File: config.mk
export PLATFORM = sky130hd
export DESIGN_NAME = load_store_unit
export DESIGN_NICKNAME = d
export VERILOG_FILES = /design/src/rtl/load_store_unit_pkg.sv /design/src/rtl/lsu_align.sv /design/src/rtl/load_store_unit.sv
export SDC_FILE = /design/constraint.sdc
export NUM_CORES = 1
export LEC_CHECK = 0
export BUFFER_PORTS_ARGS = -buffer_cell sky130_fd_sc_hd__buf_2
export CAP_MARGIN = 20
export CORE_MARGIN = 4
export CORE_UTILIZATION = 35
export CTS_CLUSTER_DIAMETER = 150
export DETAILED_ROUTE_END_ITERATION = 10
export GPL_ROUTABILITY_DRIVEN = 0
export GPL_TIMING_DRIVEN = 1
export PLACE_DENSITY_LB_ADDON = 0.12
export SETUP_SLACK_MARGIN = 0.02
export SLEW_MARGIN = 10
export SYNTH_ARGS = -nofsm -noshare
export SYNTH_HDL_FRONTEND = slang
export SYNTH_SLANG_ARGS = --single-unit
File: constraint.sdc
create_clock -name clk -period 3.4 [get_ports clk]
set_input_delay 0.68 -clock clk [delete_from_list [all_inputs] [get_ports clk]]
set_output_delay 0.68 -clock clk [all_outputs]
set_load 0.02 [all_outputs]
File: src/rtl/load_store_unit_pkg.sv
// Shared definitions for the load/store unit.
// Holds the funct3 width/sign codes, fault cause codes, the FSM state
// encoding and small decode helpers used by the FSM and the lane aligner.
package load_store_unit_pkg;

  // funct3 codes; bits [1:0] give the access size, bit 2 marks unsigned loads
  localparam logic [2:0] F3_LB  = 3'b000;
  localparam logic [2:0] F3_LH  = 3'b001;
  localparam logic [2:0] F3_LW  = 3'b010;
  localparam logic [2:0] F3_LBU = 3'b100;
  localparam logic [2:0] F3_LHU = 3'b101;
  localparam logic [2:0] F3_SB  = 3'b000;
  localparam logic [2:0] F3_SH  = 3'b001;
  localparam logic [2:0] F3_SW  = 3'b010;

  localparam logic [1:0] SIZE_BYTE = 2'b00;
  localparam logic [1:0] SIZE_HALF = 2'b01;
  localparam logic [1:0] SIZE_WORD = 2'b10;

  localparam logic [1:0] CAUSE_NONE           = 2'b00;
  localparam logic [1:0] CAUSE_LOAD_MISALIGN  = 2'b01;
  localparam logic [1:0] CAUSE_STORE_MISALIGN = 2'b10;
  localparam logic [1:0] CAUSE_ILLEGAL        = 2'b11;

  localparam logic [2:0] ST_IDLE_ENC     = 3'd0;
  localparam logic [2:0] ST_ISSUE_ENC    = 3'd1;
  localparam logic [2:0] ST_WAIT_RSP_ENC = 3'd2;
  localparam logic [2:0] ST_WB_ENC       = 3'd3;
  localparam logic [2:0] ST_FAULT_ENC    = 3'd4;

  typedef enum logic [2:0] {
    ST_IDLE     = ST_IDLE_ENC,
    ST_ISSUE    = ST_ISSUE_ENC,
    ST_WAIT_RSP = ST_WAIT_RSP_ENC,
    ST_WB       = ST_WB_ENC,
    ST_FAULT    = ST_FAULT_ENC
  } state_t;

  // Exactly one of load/store must be set, with a funct3 listed for that kind.
  function automatic logic is_legal_op(input logic is_load, input logic is_store,
                                       input logic [2:0] funct3);
    logic legal;
    legal = 1'b0;
    if (is_load && !is_store) begin
      legal = (funct3 == F3_LB) || (funct3 == F3_LH) || (funct3 == F3_LW) ||
              (funct3 == F3_LBU) || (funct3 == F3_LHU);
    end else if (is_store && !is_load) begin
      legal = (funct3 == F3_SB) || (funct3 == F3_SH) || (funct3 == F3_SW);
    end
    return legal;
  endfunction

  // Only meaningful for a legal funct3.
  function automatic logic is_misaligned(input logic [2:0] funct3, input logic [1:0] offset);
    logic mis;
    mis = 1'b0;
    if (funct3[1:0] == SIZE_HALF) mis = offset[0];
    else if (funct3[1:0] == SIZE_WORD) mis = (offset != 2'b00);
    return mis;
  endfunction

endpackage

File: src/rtl/lsu_align.sv
// Combinational byte-lane aligner.
// Ports:
//   funct3      width/sign code of the access
//   offset      effective address bits [1:0]
//   store_data  rs2 data for stores
//   rdata       word returned by memory
//   lane_wdata  store data replicated onto the byte lanes
//   lane_wstrb  byte enables for the store
//   load_data   load value shifted down and sign/zero-extended
module lsu_align
  import load_store_unit_pkg::*;
(
  input  logic [2:0]  funct3,
  input  logic [1:0]  offset,
  input  logic [31:0] store_data,
  input  logic [31:0] rdata,
  output logic [31:0] lane_wdata,
  output logic [3:0]  lane_wstrb,
  output logic [31:0] load_data
);

  logic [31:0] shifted;

  always_comb begin
    lane_wdata = store_data;
    lane_wstrb = 4'b1111;
    case (funct3[1:0])
      SIZE_BYTE: begin
        lane_wdata = {4{store_data[7:0]}};
        lane_wstrb = 4'b0001 << offset;
      end
      SIZE_HALF: begin
        lane_wdata = {2{store_data[15:0]}};
        lane_wstrb = 4'b0011 << offset;
      end
      default: ;
    endcase
  end

  always_comb begin
    shifted   = rdata >> {offset, 3'b000};
    load_data = shifted;
    case (funct3)
      F3_LB:   load_data = {{24{shifted[7]}}, shifted[7:0]};
      F3_LBU:  load_data = {24'b0, shifted[7:0]};
      F3_LH:   load_data = {{16{shifted[15]}}, shifted[15:0]};
      F3_LHU:  load_data = {16'b0, shifted[15:0]};
      default: load_data = shifted;
    endcase
  end

endmodule

File: src/rtl/load_store_unit.sv
// Memory stage: takes the effective address from execute, issues one
// word-aligned request on the data-memory port, formats load data for
// writeback and raises a fault pulse for illegal or misaligned operations.
// Ports:
//   clk, rst_n                       clock, async active-low reset
//   req_*                            operation from execute (valid/ready)
//   mem_req_*, mem_we/addr/wdata/wstrb  data-memory request (valid/ready)
//   mem_rsp_valid, mem_rdata         read response
//   wb_valid, wb_rd, wb_data         load writeback packet
//   store_done                       store accepted by memory
//   fault_valid/cause/addr           fault report
//
// state    | meaning
// IDLE     | ready to accept an operation
// ISSUE    | memory request held until mem_req_ready
// WAIT_RSP | load issued, waiting for read data
// WB       | one-cycle writeback pulse
// FAULT    | one-cycle fault pulse, no memory access
module load_store_unit
  import load_store_unit_pkg::*;
#(
  parameter int ADDR_WIDTH = 32,
  parameter int RD_WIDTH   = 5
) (
  input  logic                  clk,
  input  logic                  rst_n,
  input  logic                  req_valid,
  output logic                  req_ready,
  input  logic                  req_is_load,
  input  logic                  req_is_store,
  input  logic [2:0]            req_funct3,
  input  logic [ADDR_WIDTH-1:0] req_addr,
  input  logic [31:0]           req_wdata,
  input  logic [RD_WIDTH-1:0]   req_rd,
  output logic                  mem_req_valid,
  input  logic                  mem_req_ready,
  output logic                  mem_we,
  output logic [ADDR_WIDTH-1:0] mem_addr,
  output logic [31:0]           mem_wdata,
  output logic [3:0]            mem_wstrb,
  input  logic                  mem_rsp_valid,
  input  logic [31:0]           mem_rdata,
  output logic                  wb_valid,
  output logic [RD_WIDTH-1:0]   wb_rd,
  output logic [31:0]           wb_data,
  output logic                  store_done,
  output logic                  fault_valid,
  output logic [1:0]            fault_cause,
  output logic [ADDR_WIDTH-1:0] fault_addr
);

  state_t                state, state_nxt;
  logic                  op_is_load;
  logic [2:0]            op_funct3;
  logic [ADDR_WIDTH-1:0] op_addr;
  logic [31:0]           op_wdata;
  logic [RD_WIDTH-1:0]   op_rd;
  logic [1:0]            op_cause;
  logic [1:0]            cause_nxt;
  logic [RD_WIDTH-1:0]   wb_rd_q;
  logic [31:0]           wb_data_q;
  logic [31:0]           lane_wdata;
  logic [3:0]            lane_wstrb;
  logic [31:0]           load_data;
  logic                  accept;

  lsu_align u_align (
    .funct3     (op_funct3),
    .offset     (op_addr[1:0]),
    .store_data (op_wdata),
    .rdata      (mem_rdata),
    .lane_wdata (lane_wdata),
    .lane_wstrb (lane_wstrb),
    .load_data  (load_data)
  );

  assign accept = req_valid && (state == ST_IDLE);

  // Illegal-op check wins over misalignment.
  always_comb begin
    cause_nxt = CAUSE_NONE;
    if (!is_legal_op(req_is_load, req_is_store, req_funct3)) begin
      cause_nxt = CAUSE_ILLEGAL;
    end else if (is_misaligned(req_funct3, req_addr[1:0])) begin
      cause_nxt = req_is_load ? CAUSE_LOAD_MISALIGN : CAUSE_STORE_MISALIGN;
    end
  end

  always_ff @(posedge clk or negedge rst_n) begin
    if (!rst_n) state <= ST_IDLE;
    else        state <= state_nxt;
  end

  always_comb begin
    state_nxt     = state;
    req_ready     = 1'b0;
    mem_req_valid = 1'b0;
    mem_we        = 1'b0;
    mem_addr      = '0;
    mem_wdata     = '0;
    mem_wstrb     = 4'b0000;
    store_done    = 1'b0;
    wb_valid      = 1'b0;
    fault_valid   = 1'b0;
    fault_cause   = CAUSE_NONE;
    fault_addr    = '0;
    case (state)
      ST_IDLE: begin
        req_ready = 1'b1;
        if (req_valid) state_nxt = (cause_nxt == CAUSE_NONE) ? ST_ISSUE : ST_FAULT;
      end
      ST_ISSUE: begin
        mem_req_valid = 1'b1;
        mem_addr      = {op_addr[ADDR_WIDTH-1:2], 2'b00};
        if (!op_is_load) begin
          mem_we    = 1'b1;
          mem_wdata = lane_wdata;
          mem_wstrb = lane_wstrb;
        end
        if (mem_req_ready) begin
          store_done = !op_is_load;
          state_nxt  = op_is_load ? ST_WAIT_RSP : ST_IDLE;
        end
      end
      ST_WAIT_RSP: begin
        if (mem_rsp_valid) state_nxt = ST_WB;
      end
      ST_WB: begin
        wb_valid  = 1'b1;
        state_nxt = ST_IDLE;
      end
      ST_FAULT: begin
        fault_valid = 1'b1;
        fault_cause = op_cause;
        fault_addr  = op_addr;
        state_nxt   = ST_IDLE;
      end
      default: state_nxt = ST_IDLE;
    endcase
  end

  always_ff @(posedge clk or negedge rst_n) begin
    if (!rst_n) begin
      op_is_load <= 1'b0;
      op_funct3  <= 3'b000;
      op_addr    <= '0;
      op_wdata   <= '0;
      op_rd      <= '0;
      op_cause   <= CAUSE_NONE;
      wb_rd_q    <= '0;
      wb_data_q  <= '0;
    end else begin
      if (accept) begin
        op_is_load <= req_is_load;
        op_funct3  <= req_funct3;
        op_addr    <= req_addr;
        op_wdata   <= req_wdata;
        op_rd      <= req_rd;
        op_cause   <= cause_nxt;
      end
      // Writeback fields persist until the next load completes.
      if ((state == ST_WAIT_RSP) && mem_rsp_valid) begin
        wb_rd_q   <= op_rd;
        wb_data_q <= load_data;
      end
    end
  end

  assign wb_rd   = wb_rd_q;
  assign wb_data = wb_data_q;

endmodule

==> impl_metrics.csv, run 1 <==
group,metric,value,unit
setup_path,timing.critical_path.cells,"nor3b_2 -> buf_4 -> nand2b_1 -> buf_4 -> inv_2 -> and2_1 -> buf_2",
place,dp_hpwl,13400,um
setup_path,worstPathBufferInverterCount,4,
grt,first_global_vias,5423,
setup_path,worstSetupEndpointType,"output port",
clocking,cts_resized,0,
cells_and_area,finish.net_count,923,
sta,fmax,0.335,GHz
cells_and_area,multiInputGateArea,0.00290,sq mm
cells_and_area,fillers,1635,
clocking,cts.sinks,115,
setup_path,cp.required,2.72,ns
cells_and_area,layout-drive-gt1-share,0.373,
power_and_ir_drop,power_frac_seq,0.336,
setup_path,crit_path_top_delay_cell,"dfrtp_1",
route,via_per_inst,4.92,
floorplanning,rows,47,
outcome,status,"finished clean",
route,wl_per_cell,17.4,um
synth,synthArstFlopShare,1.00,
power_and_ir_drop,switchingPower,0.00307,W
power_and_ir_drop,p_clk_frac,0.240,
setup_path,worstPathArrival,2.30,ns
synth,ys.warnings.count,0,
cells_and_area,regArea,0.00288,sq mm
route,ant_nets,0,
clocking,clockRootBuffer,"clkbuf_16",
cells_and_area,area_growth_syn_to_layout,33.8,%
route,drt_iter0_drc,128,
route,firstDrtPassIters,5,
synth,ys_seq_area_frac,0.477,
cells_and_area,fin_cells,1045,
synth,synth_common_cells,"115 x dfrtp_1, 82 x and2_1, 71 x mux2_1",
sta,tightest_slew,0.955,ns
grt,grt_max_degree,59,
power_and_ir_drop,sw_frac_of_total,0.395,
floorplanning,initial_utilization,0.361,
synth,netlist.area_leader.share,0.477,
sta,slew_viol_final,0,
setup_path,crit_type,"reg -> out",
floorplanning,core,0.0167,sq mm
power_and_ir_drop,irDropWorstVdd,399,uV
setup_path,critPathMostFrequentCell,"buf_4",
power_and_ir_drop,p_leak,4.14,nW
sta,rsz0062_at_grt,"no",
clocking,htreeDepth,4,
synth,synth_edf_count,0,
sta,setup_viol,0,
clocking,clkLatencyLatePin,0.41,ns
setup_path,worstSetupStartpointType,"flop",
floorplanning,die-area,0.0194,sq mm
synth,synth-main-ff-cell,"dfrtp_1",
sta,timing.slew.headroom,0.364,
synth,synth_top_area_cell,"dfrtp_1",
grt,antenna_found_initial,2,
sta,timing.hold.ws,0.355,ns
route,drc_errors,0,
sta,fin_crit_sh,0.878,
sta,final-hold-violation-count,0,
power_and_ir_drop,p_int,0.00470,W
clocking,cts_tree,"built",
worst_hold_path,hold_class,"in -> async",
clocking,clk_pin_slew,0.05,ns
clocking,numCtsBuffers,17,
run,maxCapViolCount,0,
place,dp_cells,1013,
synth,synth-seq-cells,115,
sta,fin_crit,2.98,ns
synth,ys_types,45,
setup_path,r2r_slack,1.12,ns
synth,synthCells,572,
sta,tns,0,ns
setup_path,cp_slowest_stage_delay,0.52,ns
route,vias,5139,
clocking,clockBufferDepth,2,
synth,synthTopCellsByArea,"dfrtp_1 48%, mux2_1 13%, and2_1 8.5%",
synth,yosysMostFrequentCell,"dfrtp_1",
floorplanning,dieWidth,139,um
clocking,post_cts_buffers,0,
synth,synth.avg_cell_area,10.5,sq um
power_and_ir_drop,powerDensity,963,mW/mm^2
cells_and_area,antenna_cells,0,
setup_path,path_max_fanout,32,
floorplanning,chipHeight,139,um
setup_path,crit_family,"buffers and inverters",
grt,overflow,0,
power_and_ir_drop,combPwrFrac,0.424,
floorplanning,ios,256,
place,numPortBuffers,253,
clocking,postCtsHoldBufs,0,
synth,synth.cell_area,0.00603,sq mm
grt,grt_use_total,0.187,
grt,grt_pass1_wl,29100,um
sta,finalClockSkew,0.00780,ns
route,drt-total-wl,18200,um
-- final timing paths --
kind                               from      endpoint  depth (start not counted)
max in group asynchronous         rst_n   wb_data[11]                          2
max reg2reg                op_funct3[1]   wb_data[27]                          4
min reg2reg                    op_rd[0]      wb_rd[0]                          2
max                            state[0]  mem_wdata[4]                          7
min in group clk               op_rd[0]      wb_rd[0]                          2
min                               rst_n      wb_rd[1]                          1
-- metrics by stage --
step	setup slack, ns	util	total power, W	area [sq um]
CTS	0.332	0.483	0.00788	8070
global placement	0.867	0.446	0.00590	7450
floorplan	1.12	-	0.00488	6030
global route	0.169	0.483	0.00831	8070
detailed placement	0.790	0.446	0.00597	7450
finish	0.415	0.483	0.00777	8070
-- cells in the final DEF (no fill, tap or decap), types with 2 or more instances in the layout --
cell type,count
o21ai_0,9
nand2b_1,5
inv_1,4
nand3_1,8
nor2_1,37
bufinv_16,4
nand2_1,67
or2_2,2
o22a_1,16
nor2b_1,2
mux2i_1,39
a21oi_1,31
conb_1,2
clkbuf_8,2
a22o_1,8
nand3b_1,3
nor3b_2,2
clkinvlp_4,2
clkbuf_16,17
a31oi_1,2
dfrtp_1,115
o21ai_1,3
clkinv_2,4
mux2_1,71
clkbuf_1,3
buf_4,13
buf_2,252
and2_1,81
-- kinds of logic after synthesis --
| kind of cell | synth area share |
|---|---|
| muxes | 0.202 |
| and+or+nand+nor | 0.183 |
| AOI/OAI and AO/OA | 0.0901 |
| xor gates and xnor gates | 0.00145 |
| DFF | 0.477 |
| buffers and inverters | 0.0453 |
| other | 0.000622 |
-- sequential cells by signal (all words and copies together), names as in the netlist --
| name | flops |
|---|---|
| op_cause | 2 |
| wb_rd | 5 |
| op_rd | 5 |
| op_funct3 | 3 |
| op_is_load | 1 |
| state | 3 |
| wb_data | 32 |
| op_addr | 32 |
| op_wdata | 32 |
-- metal layers --
metal / share of wire / global-route usage
met5: 0.0014 / 0
met1: 0.42 / 0.227
met2: 0.50 / 0.321
met4: 0.013 / 0.0515
met3: 0.070 / 0.0593
-- power by group through the flow --
stage / combinational, W / clock, W / sequential, W
after global placement: 0.00329 / 0 / 0.00260
after detailed placement: 0.00334 / 0 / 0.00263
final: 0.00329 / 0.00187 / 0.00261
after CTS: 0.00335 / 0.00191 / 0.00261
after global routing: 0.00361 / 0.00197 / 0.00272
after floorplan: 0.00224 / 0 / 0.00264
-- cell type report --
| cell class | count | area share |
|---|---|---|
| repair buffers | 266 | 0.171 |
| multi-input cells | 407 | 0.359 |
| flip-flops and latches | 115 | 0.357 |
| inverters | 5 | 0.00233 |
| clock inverters | 10 | 0.0192 |
| well taps | 220 | 0.0341 |
| clock buffers | 22 | 0.0575 |
(Power assumes the default switching activity.)
==> inputs of run 2 (changes only) <==
--- a/config.mk
+++ b/config.mk
@@ -7,8 +7,10 @@
 export LEC_CHECK = 0
 export BUFFER_PORTS_ARGS = -buffer_cell sky130_fd_sc_hd__buf_2
 export CAP_MARGIN = 20
+export CELL_PAD_IN_SITES_DETAIL_PLACEMENT = 0
+export CELL_PAD_IN_SITES_GLOBAL_PLACEMENT = 1
 export CORE_MARGIN = 4
-export CORE_UTILIZATION = 35
+export CORE_UTILIZATION = 32
 export CTS_CLUSTER_DIAMETER = 150
 export DETAILED_ROUTE_END_ITERATION = 10
 export GPL_ROUTABILITY_DRIVEN = 0
==> constraint.sdc (replaced) <==
create_clock -name clk -period 2.5 [get_ports clk]
set_input_delay 0.5 -clock clk [delete_from_list [all_inputs] [get_ports clk]]
set_output_delay 0.5 -clock clk [all_outputs]
set_load 0.02 [all_outputs]
==> run 2 against run 1 <==
Sequential share of layout area shrank 0.54 points; critical path type unchanged; hold slack lost 0.26 ns; worst setup slack lost 0.25 ns; wire length grew 3.4%; highest routed layer unchanged; register-to-register slack lost 0.64 ns; combinational power grew 39%.
==> impl_metrics.csv, run 2 (synthesis results as in run 1) <==
group,metric,value,unit
cells_and_area,layout-drive-gt1-share,0.385,
power_and_ir_drop,p_int,0.00644,W
cells_and_area,fillers,1792,
place,dp_hpwl,14200,um
route,via_per_inst,4.87,
sta,tns,0,ns
floorplanning,chipHeight,145,um
setup_path,r2r_cells,4,
setup_path,crit_type,"reg -> out",
clocking,cts.sinks,115,
sta,fmax,0.429,GHz
place,dpl_cell_area,0.00754,sq mm
grt,antenna_found_initial,6,
setup_path,r2r-start,"state[2]",
setup_path,worstPathArrival,1.83,ns
route,firstDrtPassIters,4,
grt,grt_pass1_wl,30100,um
setup_path,path_max_fanout,16,
floorplanning,ios,256,
route,drc_errors,0,
setup_path,cp.required,2.00,ns
grt,grt_max_degree,50,
grt,grt_use_total,0.178,
sta,fin_crit,2.33,ns
outcome,status,"finished clean",
sta,fin_ws,0.167,ns
floorplanning,die-area,0.0211,sq mm
power_and_ir_drop,power_frac_seq,0.332,
grt,first_global_vias,5469,
grt,overflow,0,
cells_and_area,final_common_cell,"buf_2",
setup_path,reg2reg_to,"wb_data[12]",
setup_path,worstSetupEndpointType,"output port",
cells_and_area,final_cell_mix,"252 x buf_2, 111 x dfrtp_1, 81 x and2_1",
clocking,numCtsBuffers,17,
route,vias,5170,
route,drt_iter0_drc,179,
place,numPortBuffers,253,
sta,tightest_slew,0.745,ns
setup_path,crit_start,"state[1]",
floorplanning,core,0.0183,sq mm
floorplanning,rows,49,
setup_path,r2r_slack,0.48,ns
sta,slew_viol_final,0,
route,wl_per_cell,17.7,um
floorplanning,initial_utilization,0.330,
power_and_ir_drop,switchingPower,0.00421,W
route,drt-total-wl,18800,um
sta,timing.slew.headroom,0.502,
power_and_ir_drop,p_leak,4.19,nW
clocking,cts_tree,"built",
route,ant_nets,0,
power_and_ir_drop,irDropWorstVdd,517,uV
sta,fin_crit_sh,0.933,
clocking,clockRootBuffer,"clkbuf_16",
power_and_ir_drop,sw_frac_of_total,0.395,
clocking,clkLatencyLatePin,0.41,ns
cells_and_area,area_growth_syn_to_layout,36.1,%
power_and_ir_drop,p_clk_frac,0.238,
sta,finalClockSkew,0.00823,ns
clocking,clk_pin_slew,0.05,ns
clocking,clockBufferDepth,2,
power_and_ir_drop,combPwrFrac,0.430,
sta,final-hold-violation-count,0,
place,pre_cts_ws,0.333,ns
cells_and_area,finish.net_count,930,
worst_hold_path,hold_class,"in -> async",
setup_path,worstSetupStartpointType,"flop",
sta,rsz0062_at_grt,"no",
sta,setup_viol,0,
floorplanning,dieWidth,145,um
power_and_ir_drop,powerDensity,1300,mW/mm^2
clocking,htreeDepth,4,
run,maxCapViolCount,0,
cells_and_area,final_area,0.00821,sq mm
[run 2: cell count changes in the layout (fill, tap and decap cells not counted), moves of 3 or more]
cell,delta
dfrtp_2,+4
clkbuf_8,+3
buf_12,+4
buf_4,+3
dfrtp_1,-4
[run 2: final cells by class]
cell class,instances,area [sq um],share of cell area
sequential,115,2880,0.351
clock inverter,8,124,0.0151
tap,229,287,0.0349
timing repair buffer,273,1480,0.181
inverter,5,26.3,0.00320
clock buffer,23,498,0.0607
antenna,2,5.00,0.000610
multi-input combinational,407,2900,0.354
[run 2: worst max path at each step]
stage / end
floorplan: fault_addr[23]
global placement: store_done
detailed placement: store_done
CTS: store_done
global route: fault_addr[6]
finish: mem_wdata[1]
[run 2: layer usage]
metal	global-route usage	wire [um]	share of wire	vias up
met4	0.0508	301	0.016	8
met3	0.0680	1420	0.075	28
met5	0	35	0.0019	-
li1	-	-	-	2447
met2	0.292	9050	0.48	179
met1	0.219	7980	0.42	2508
[run 2: critical path, stage by stage, from the launching register on]
cell	delay, ns
dfrtp_2	0.45
nor3b_2	0.24
nand2b_1	0.11
buf_4	0.22
inv_8	0.11
and2_1	0.14
buf_2	0.16
[run 2: power groups by stage]
stage               clock network, W  logic (W)  registers [W]
floorplan                          0    0.00304        0.00360
global placement                   0    0.00453        0.00355
detailed placement                 0    0.00460        0.00358
CTS                          0.00262    0.00462        0.00357
global route                 0.00270    0.00503        0.00369
finish                       0.00254    0.00458        0.00354
[run 2: timing repair]
item	CTS	global route
pin swaps	0	1
setup endpoints to repair	16	39
hold buffers	0	0
gates resized for setup	4	4
buffers inserted	0	3
[run 2: stage by stage]
step	utilization	hold WS [ns]	std cells	power [W]
floorplan	-	0.204	573	0.00664
global placement	0.413	0.441	1026	0.00808
detailed placement	0.413	0.445	1026	0.00818
CTS	0.447	0.111	1057	0.0108
global route	0.449	0.134	1062	0.0114
finish	0.449	0.0963	1062	0.0107
